**src/rtl/game_menu_pkg.sv**
```systemverilog
// Shared types, mux codes and small helpers for the game menu controller.
package game_menu_pkg;

    typedef enum logic [1:0] {
        MENU   = 2'd0,
        LAUNCH = 2'd1,
        PLAY   = 2'd2,
        RETURN = 2'd3
    } state_t;

    localparam logic [1:0] MUX_BG    = 2'd0;
    localparam logic [1:0] MUX_GAME1 = 2'd1;
    localparam logic [1:0] MUX_GAME2 = 2'd2;
    localparam int         NUM_GAMES = 2;

    typedef struct packed {
        logic start;
        logic up;
        logic down;
        logic left;
        logic right;
    } btn_t;

    function automatic logic [1:0] cur_prev(input logic [1:0] c);
        return (c == 2'd0) ? 2'(NUM_GAMES - 1) : c - 2'd1;
    endfunction

    function automatic logic [1:0] cur_next(input logic [1:0] c);
        return (c == 2'(NUM_GAMES - 1)) ? 2'd0 : c + 2'd1;
    endfunction

    function automatic logic [1:0] game_mux(input logic [1:0] c);
        return (c == 2'd0) ? MUX_GAME1 : MUX_GAME2;
    endfunction

    function automatic logic [3:0] spd_dec(input logic [3:0] s,
                                           input logic [3:0] lo);
        return (s > lo) ? s - 4'd1 : lo;
    endfunction

    function automatic logic [3:0] spd_inc(input logic [3:0] s,
                                           input logic [3:0] hi);
        return (s < hi) ? s + 4'd1 : hi;
    endfunction

endpackage

```
**src/rtl/game_menu_if.sv**
```systemverilog
// Button/exit feedback from the datapath and its mode-select controls.
interface game_menu_if;

    logic       button_up;
    logic       button_down;
    logic       button_left;
    logic       button_right;
    logic       start;
    logic       exit;
    logic [1:0] vgaMUX;
    logic [1:0] choice;
    logic [3:0] speedcontrol;
    logic       gamein_rst;
    logic       in_game;

    modport master (
        input  button_up, button_down, button_left, button_right,
        input  start, exit,
        output vgaMUX, choice, speedcontrol, gamein_rst, in_game
    );

    modport slave (
        output button_up, button_down, button_left, button_right,
        output start, exit,
        input  vgaMUX, choice, speedcontrol, gamein_rst, in_game
    );

endinterface

```
**src/rtl/game_menu_ctrl_btn_edge.sv**
```systemverilog
// Rising-edge detector: one history flop and an AND gate.
module btn_edge #(
    parameter logic RST_VAL = 1'b1
) (
    input  logic clk,
    input  logic rst,
    input  logic level,
    output logic rise
);

    logic level_q;

    always_ff @(posedge clk) begin
        if (rst) begin
            level_q <= RST_VAL;
        end else begin
            level_q <= level;
        end
    end

    assign rise = level & ~level_q;

endmodule

```
**src/rtl/game_menu_ctrl.sv**
```systemverilog
// Menu/mode controller: cursor, speed, launch reset window, play, exit
// and idle timeout back to the background screen.
module game_menu_ctrl
    import game_menu_pkg::*;
#(
    parameter int         RST_CYCLES    = 16,
    parameter logic [31:0] IDLE_CYCLES  = 32'd3_000_000_000,
    parameter logic [3:0] SPEED_DEFAULT = 4'd5,
    parameter logic [3:0] SPEED_MIN     = 4'd1,
    parameter logic [3:0] SPEED_MAX     = 4'd15
) (
    input  logic        sys_clk,
    input  logic        sys_rst,
    game_menu_if.master bus
);

    localparam int LW = $clog2(RST_CYCLES + 1);
    localparam logic [LW-1:0] LAUNCH_LAST = LW'(RST_CYCLES);

    logic [4:0]    lvl;
    logic [4:0]    rise;
    btn_t          ev;
    state_t        state;
    logic [1:0]    mux_q;
    logic [1:0]    choice_q;
    logic [3:0]    speed_q;
    logic          grst_q;
    logic          play_q;
    logic [LW-1:0] lcnt;
    logic [31:0]   idle;
    logic          idle_hit;

    assign lvl = {bus.start, bus.button_up, bus.button_down,
                  bus.button_left, bus.button_right};

    // History flops reset high so a button held through reset is not an edge.
    for (genvar i = 0; i < 5; i++) begin : g_edge
        btn_edge #(
            .RST_VAL(1'b1)
        ) u_edge (
            .clk  (sys_clk),
            .rst  (sys_rst),
            .level(lvl[i]),
            .rise (rise[i])
        );
    end

    assign ev = btn_t'(rise);

    assign idle_hit = (IDLE_CYCLES != 32'd0) &&
                      (idle == IDLE_CYCLES - 32'd1);

    always_ff @(posedge sys_clk) begin
        if (sys_rst) begin
            state    <= MENU;
            mux_q    <= MUX_BG;
            choice_q <= 2'd0;
            speed_q  <= SPEED_DEFAULT;
            grst_q   <= 1'b1;
            play_q   <= 1'b0;
            lcnt     <= '0;
            idle     <= '0;
        end else begin
            unique case (state)
                MENU: begin
                    if (ev.start) begin
                        state <= LAUNCH;
                        mux_q <= game_mux(choice_q);
                        lcnt  <= '0;
                    end else if (ev.up) begin
                        choice_q <= cur_prev(choice_q);
                    end else if (ev.down) begin
                        choice_q <= cur_next(choice_q);
                    end else if (ev.left) begin
                        speed_q <= spd_dec(speed_q, SPEED_MIN);
                    end else if (ev.right) begin
                        speed_q <= spd_inc(speed_q, SPEED_MAX);
                    end
                end
                LAUNCH: begin
                    if (bus.exit) begin
                        state <= RETURN;
                        mux_q <= MUX_BG;
                    end else if (lcnt == LAUNCH_LAST) begin
                        state  <= PLAY;
                        grst_q <= 1'b0;
                        play_q <= 1'b1;
                        idle   <= '0;
                    end else begin
                        lcnt <= lcnt + 1'b1;
                    end
                end
                PLAY: begin
                    if (bus.exit || (idle_hit && rise == 5'd0)) begin
                        state  <= RETURN;
                        mux_q  <= MUX_BG;
                        grst_q <= 1'b1;
                        play_q <= 1'b0;
                    end else if (rise != 5'd0) begin
                        idle <= '0;
                    end else if (idle != '1) begin
                        idle <= idle + 32'd1;
                    end
                end
                RETURN: begin
                    if (!bus.exit) begin
                        state <= MENU;
                    end
                end
                default: state <= MENU;
            endcase
        end
    end

    assign bus.vgaMUX       = mux_q;
    assign bus.choice       = choice_q;
    assign bus.speedcontrol = speed_q;
    assign bus.gamein_rst   = grst_q;
    assign bus.in_game      = play_q;

endmodule
```
**src/flat_wrapper.sv**
```systemverilog
// flat-port wrapper written by rule: the top's interface ports become plain ports
module game_menu_ctrl_flat import game_menu_pkg::*;
#(
    parameter int         RST_CYCLES    = 16,
    parameter logic [31:0] IDLE_CYCLES  = 32'd3_000_000_000,
    parameter logic [3:0] SPEED_DEFAULT = 4'd5,
    parameter logic [3:0] SPEED_MIN     = 4'd1,
    parameter logic [3:0] SPEED_MAX     = 4'd15
)
  (sys_clk, sys_rst, bus_button_up, bus_button_down, bus_button_left, bus_button_right, bus_start, bus_exit, bus_vgaMUX, bus_choice, bus_speedcontrol, bus_gamein_rst, bus_in_game);
  game_menu_if bus_i ();
  input  logic sys_clk;
  input  logic sys_rst;
  input wire logic [$bits(bus_i.button_up)-1:0] bus_button_up;
  input wire logic [$bits(bus_i.button_down)-1:0] bus_button_down;
  input wire logic [$bits(bus_i.button_left)-1:0] bus_button_left;
  input wire logic [$bits(bus_i.button_right)-1:0] bus_button_right;
  input wire logic [$bits(bus_i.start)-1:0] bus_start;
  input wire logic [$bits(bus_i.exit)-1:0] bus_exit;
  output wire logic [$bits(bus_i.vgaMUX)-1:0] bus_vgaMUX;
  output wire logic [$bits(bus_i.choice)-1:0] bus_choice;
  output wire logic [$bits(bus_i.speedcontrol)-1:0] bus_speedcontrol;
  output wire logic [$bits(bus_i.gamein_rst)-1:0] bus_gamein_rst;
  output wire logic [$bits(bus_i.in_game)-1:0] bus_in_game;
  assign bus_i.button_up = bus_button_up;
  assign bus_i.button_down = bus_button_down;
  assign bus_i.button_left = bus_button_left;
  assign bus_i.button_right = bus_button_right;
  assign bus_i.start = bus_start;
  assign bus_i.exit = bus_exit;
  assign bus_vgaMUX = bus_i.vgaMUX;
  assign bus_choice = bus_i.choice;
  assign bus_speedcontrol = bus_i.speedcontrol;
  assign bus_gamein_rst = bus_i.gamein_rst;
  assign bus_in_game = bus_i.in_game;
  game_menu_ctrl #(.RST_CYCLES(RST_CYCLES), .IDLE_CYCLES(IDLE_CYCLES), .SPEED_DEFAULT(SPEED_DEFAULT), .SPEED_MIN(SPEED_MIN), .SPEED_MAX(SPEED_MAX)) u_core (.sys_clk(sys_clk), .sys_rst(sys_rst), .bus(bus_i));
endmodule
```
**config.mk**
```make
export PLATFORM = sky130hd
export DESIGN_NAME = game_menu_ctrl_flat
export DESIGN_NICKNAME = d
export VERILOG_FILES = /design/src/rtl/game_menu_pkg.sv /design/src/rtl/game_menu_if.sv /design/src/rtl/game_menu_ctrl_btn_edge.sv /design/src/rtl/game_menu_ctrl.sv /design/src/flat_wrapper.sv
export SDC_FILE = /design/constraint.sdc
export NUM_CORES = 1
export LEC_CHECK = 0
export CORE_ASPECT_RATIO = 0.6
export CORE_UTILIZATION = 50
export CTS_BUF_LIST = sky130_fd_sc_hd__clkbuf_2 sky130_fd_sc_hd__clkbuf_4 sky130_fd_sc_hd__clkbuf_8
export DETAILED_ROUTE_END_ITERATION = 10
export GPL_TIMING_DRIVEN = 0
export PLACE_DENSITY = 0.75
export SLEW_MARGIN = 40
export SYNTH_ARGS = -nofsm -noshare
export SYNTH_HDL_FRONTEND = slang
export SYNTH_SLANG_ARGS = --single-unit
```
**constraint.sdc**
```tcl
create_clock -name sys_clk -period 2.7 [get_ports sys_clk]
set_input_delay 0.54 -clock sys_clk [delete_from_list [all_inputs] [get_ports sys_clk]]
set_output_delay 0.54 -clock sys_clk [all_outputs]
set_load 0.1 [all_outputs]
```
==> out/qor.csv, run 1 <==
metric,value,unit
GR Overflow Total,0,
Root Buffer,clkbuf_8,
fmax,388,MHz
pin count of the biggest net entering global routing,20,
Filler Cell Count,575,
GP Congestion,0.937,
Worst Skew,0.00857,ns
post-synth top area cell,dfxtp_1,
routed len/inst,18.2,um
Async SR Flop Fraction,0,
"Setup violations, final",0,
Worst Max-Slew Pin Slew,0.650,ns
worst-path fanout max,10,
Chip Height,65.3,um
Slew Limit Fails,0,
Peak supply drop,0.000302,V
Area contributors post-synth,"dfxtp_1 32%, nor2_1 4.4%, ha_1 3.8%",
DRT Wirelength,9.54,mm
die extent in x,107,um
port bufs,17,
CTS max path bufs,2,
"Clk Latency, worst-skew pair",0.32,ns
global-route wire length before repair,15.5,mm
CP endpoint kind,flip-flop,
crit path launch type,input pin,
"Avg Cell Area, Syn",8.08,um^2
TritonCTS clock tree,built,
crit path kind,in -> reg,
Detailed Routing Iterations Pass 1,5,
Routed Antenna Nets,0,
initial antenna violation count,0,
multiplexer share of the synthesized area,0.0180,
Seq cells post-synth,54,
Overall Power,2.16,mW
dominant synthesized flop cell,dfxtp_1,
xor and xnor area share after synthesis,0.0158,
Vias/cell,6.40,
total track usage,0.287,
Via Count,3349,
CTS HTree Levels,2,
Post-DP HPWL,7.04,mm
Yosys cell types,61,
# rows,22,
Layout area overhead,11.9,%
Critical Path RT,2.92,ns
cell area after synthesis,3340,um^2
DRC viols,0,
DRT iter0 DRCs,273,
Diodes inserted,0,
clk sinks,54,
Max-slew headroom,0.563,
Compound-Gate Fraction of Synth Area,0.239,
hold_ws,0.508,ns
Post-Syn Instances,413,
PD cells,578,nW/um^2
Synth top area share,0.324,
CTS hold repair buffers,0,
Worst Hold Class,reg -> reg,
clock slew at reported path FFs,0.10,ns
I/O pins,18,
Layout Utilization,0.594,
die area,7010,um^2
area of the core,6280,um^2
syn nets,431,
register area share after synthesis,0.324,
run status,finished clean,
area of the multi-input gates,2110,um^2
initial core utilization,0.531,
vias in the first global route,3001,
storage element area,1080,um^2
Synth Area in Adders,0.0375,
Pleak,1.29,nW
layout cell share with drive strength beyond 1,0.125,
Max Cap Violations,0,
Final #Nets,456,
Ys Warns,0,
min cycle time layout,2.58,ns
main combinational cell family by area after synthesis,simple AND/OR/NAND/NOR gates,
Final Hold Viols,0,
Num CTS Buffers,5,
number of synthesized flops with an enable pin,0,
Worst EP arrival,2.80,ns
simple-gate share of the synthesized area,0.311,
Tcrit/Tclk final,0.955,
## stage by stage
step | TNS [ns] | instances | cell area [um^2] | setup WS (ns)
floorplan | 0 | 413 | 3340 | 0.446
global placement | -11.64 | 514 | 3610 | -0.523
detailed placement | -14.18 | 514 | 3570 | -0.606
finish | 0 | 523 | 3730 | 0.122
global route | -0.00130 | 523 | 3730 | -0.00130
CTS | 0 | 521 | 3680 | 0.00425
## critical path, cell delays in order
cell	delay, ns
clkdlybuf4s50_1	0.48
nor2b_2	0.31
a2111oi_4	0.05
buf_4	0.18
and4_1	0.22
a21boi_1	0.30
nand3_4	0.18
buf_2	0.23
o41ai_1	0.28
## area by class of cell
class	instances	share of cell area
multi-input cells	314	0.566
flip-flops and latches	54	0.290
repair buffers	19	0.0362
plain buffers	24	0.0309
well taps	84	0.0282
inverters	20	0.0201
clock buffers	5	0.0184
clock inverters	3	0.0107
## routing by layer
layer,global-route usage,vias to the layer above,routed length (um)
met5,0,-,0
met4,0.0668,0,80
met3,0.0625,10,864
met2,0.407,162,3680
met1,0.436,1566,4930
li1,-,1611,-
## sequential cells by signal, indices dropped and copies added, names as in the netlist
signal	count
u_core.bus.speedcontrol	4
u_core.g_edge.u_edge.level_q	5
u_core.bus.gamein_rst	1
u_core.state	2
u_core.bus.in_game	1
u_core.idle	32
u_core.lcnt	5
u_core.bus.choice	2
u_core.bus.vgaMUX	2
## logic make-up after synthesis
family	after synthesis
AND/OR/NAND/NOR	187
AO/OA/AOI/OAI	105
flip-flops	54
buffers and inverters	45
adder cells (fa/ha/maj)	10
XOR/XNOR	6
multiplexers	6
## synthesized netlist by cell type (11+ instances only)
| library cell | number |
|---|---|
| o311ai_0 | 12 |
| nand3_1 | 23 |
| dfxtp_1 | 54 |
| nor2_1 | 39 |
| inv_1 | 20 |
| a21oi_1 | 14 |
| clkbuf_1 | 14 |
| o31ai_1 | 16 |
| nand2_1 | 31 |
| o311ai_1 | 11 |
| nand4_1 | 17 |
## power by group
part / switching (mW) / internal, mW / total (mW)
Combinational: 0.522 / 0.203 / 0.725
Sequential: 0.0366 / 0.841 / 0.878
Clock: 0.281 / 0.273 / 0.555
Total: 0.839 / 1.32 / 2.16
## final timing paths
check                           from  slack (ns)  cells past startpoint                 end
setup reg to reg      u_core.idle[0]        0.17                      8      u_core.idle[2]
hold reg to reg   u_core.bus.in_game        0.51                      2  u_core.bus.in_game
setup / recovery     bus_button_left        0.12                      9     u_core.idle[21]
hold / removal    u_core.bus.in_game        0.51                      2  u_core.bus.in_game
## layout by cell type (no fill, tap or decap), types with 14 or more instances in the layout
cell	netlist	routed
nor2_1	39	39
buf_2	9	17
dfxtp_1	54	54
a21oi_1	14	14
inv_1	20	20
o31ai_1	16	16
nand3_1	23	22
nand4_1	17	17
nand2_1	31	31
## timing repair
action / CTS / global route
resized for setup: 3 / 11
buffers inserted: 0 / 2
endpoints found under the setup margin: 28 / 32
pin swaps: 1 / 4
Power figures use the tool's default switching activity.
==> run 2, diff against run 1 <==
SKIP_LAST_GASP = 1   (was default)
==> results of run 2 <==
Same layout as run 1: the final DEF is identical, and so are final timing and power.
==> run 3, diff against run 2 <==
PLACE_DENSITY = 0.78   (was 0.75)
clock period = 2.3 ns   (was 2.7 ns; I/O delays follow)
==> out/qor.csv, run 3 (synthesis results as in run 1) <==
metric,value,unit,change
"most common cell after layout, fill and taps aside",dfxtp_1,,
Critical Path RT,2.53,ns,-0.39 ns
dpl cell area,3570,um^2,unchanged
Seq pwr share,0.404,,-0.003
Slew Limit Fails,0,,unchanged
Layout area overhead,20.9,%,
pin count of the biggest net entering global routing,17,,-15%
Num CTS Buffers,5,,unchanged
fmax,455,MHz,
GP Congestion,1.00,,+6.9%
Peak supply drop,0.000349,V,+15%
CTS max path bufs,2,,unchanged
pre-CTS worst setup slack,-0.801,ns,-0.195 ns
DRT iter0 DRCs,399,,+46%
initial antenna violation count,0,,unchanged
Via Count,3415,,+2.0%
DRC viols,0,,unchanged
layout cell share with drive strength beyond 1,0.216,,+0.0908
Comb power frac,0.340,,+0.004
"Clk Latency, worst-skew pair",0.33,ns,about the same
hold_ws,0.394,ns,-0.115 ns
Pleak,1.46,nW,+13%
P_int,1.56,mW,+18%
Worst Max-Slew Pin Slew,0.644,ns,-0.00637 ns
die extent in x,107,um,unchanged
"Setup violations, final",0,,unchanged
Worst Hold Class,in -> reg,,
Final Hold Viols,0,,unchanged
Max Cap Violations,0,,unchanged
Tcrit/Tclk final,0.955,,
Root Buffer,clkbuf_8,,
Filler Cell Count,532,,-7.5%
port bufs,17,,unchanged
vias in the first global route,3034,,+1.1%
Worst Skew,0.00541,ns,-0.00316 ns
storage element area,1090,um^2,+0.93%
DRT Wirelength,9.86,mm,+3.3%
clk sinks,54,,unchanged
global-route wire length before repair,15.5,mm,-0.23%
routed len/inst,18.5,um,+1.4%
Overall Power,2.55,mW,+18%
Chip Height,65.3,um,unchanged
Post-DP HPWL,6.78,mm,-3.6%
area of the multi-input gates,2260,um^2,+7.1%
area of the core,6280,um^2,unchanged
Diodes inserted,0,,unchanged
clock group share of total power,0.257,,about the same
Worst EP arrival,2.43,ns,-0.37 ns
initial core utilization,0.531,,unchanged
switching share of power,0.390,,+0.00107
most frequent cells in the layout,"50 x dfxtp_1, 37 x nor2_1, 30 x nand2_1",,
crit path kind,reg -> reg,,
CTS hold repair buffers,0,,unchanged
die area,7010,um^2,unchanged
worst-path fanout max,9,,-1
run status,finished clean,,
Final #Nets,466,,+2.2%
max reg flops,32,,unchanged
crit path launch type,flip-flop,,
Detailed Routing Iterations Pass 1,5,,unchanged
min cycle time layout,2.20,ns,
Setup TNS,0,ns,unchanged
register bank with the most flops,u_core.idle,,
Routed Antenna Nets,0,,unchanged
clock slew at reported path FFs,0.10,ns,about the same
TritonCTS clock tree,built,,
worst setup margin,0.104,ns,-0.0177 ns
# rows,22,,unchanged
unrepaired setup endpoints after global routing,true,,
I/O pins,18,,unchanged
Max-slew headroom,0.567,,+0.00428
total track usage,0.287,,-0.000405
fin area,4030,um^2,+8.1%
PD cells,633,nW/um^2,+9.5%
GR Overflow Total,0,,unchanged
net switching power,0.996,mW,+19%
Vias/cell,6.41,,about the same
Regs by FF count,"u_core.idle: 32 flops, u_core.g_edge.u_edge.level_q: 5 flops, u_core.lcnt: 5 flops",,
CP endpoint kind,flip-flop,,
CTS HTree Levels,2,,unchanged
[run 3: cell count changes in the layout (fill, tap and decap cells not counted), moves of 3 or more]
cell | before | now
o311ai_0 | 12 | 8
dlymetal6s2s_1 | 0 | 3
clkdlybuf4s50_1 | 7 | 4
buf_6 | 0 | 7
buf_4 | 4 | 14
clkbuf_1 | 12 | 7
buf_2 | 17 | 12
dfxtp_1 | 54 | 50
[run 3: metrics by stage]
stage	util	instances
2_1_floorplan	-	413
3_3_place_gp	0.575	514
3_5_place_dp	0.568	514
4_1_cts	0.611	530
5_1_grt	0.643	533
6_report	0.643	533
[run 3: cell type report]
type                       count  share of cell area
timing repair buffer          30              0.0580
tap                           84              0.0261
clock inverter                 3             0.00993
sequential                    54               0.271
clock buffer                   5              0.0171
multi-input combinational    314               0.561
inverter                      20              0.0186
buffer                        23              0.0391
[run 3: worst paths after layout]
path / startpoint / to / slack, ns / cells past startpoint
max: u_core.idle[13] / u_core.idle[26] / 0.10 / 9
min: bus_button_right / u_core.g_edge[0].u_edge.level_q / 0.39 / 2
max reg2reg: u_core.idle[13] / u_core.idle[26] / 0.10 / 9
min reg2reg: u_core.bus.choice[1] / u_core.bus.choice[1] / 0.50 / 1
[run 3: power groups by stage]
stage                     Combinational [mW]  Sequential [mW]  Clock, mW
final                                  0.867             1.03      0.655
after global routing                   0.936             1.04      0.697
after CTS                              0.835             1.03      0.663
after detailed placement               0.819             1.05          0
after global placement                 0.835             1.05          0
after floorplan                        0.419             1.28          0
[run 3: worst max-delay path: stages (launching register included)]
cell	delay, ns
dfxtp_1	0.32
buf_4	0.15
and3_4	0.20
and4_1	0.21
buf_4	0.14
and3_1	0.17
buf_6	0.13
nand2_2	0.05
or4b_4	0.52
o41ai_2	0.22
[run 3: what timing repair did]
item / CTS / global route
pin swaps: 9 / 6
buffers inserted: 8 / 4
setup endpoints to repair: 33 / 35
gates cloned: 1 / 0
gates resized for setup: 28 / 50
[run 3: per-layer routing]
metal,global-route usage,routed length [um],vias to the layer above
li1,-,-,1631
met1,0.430,4740,1591
met2,0.388,3940,171
met3,0.0853,1020,22
met4,0.0788,163,0
met5,0,0,-
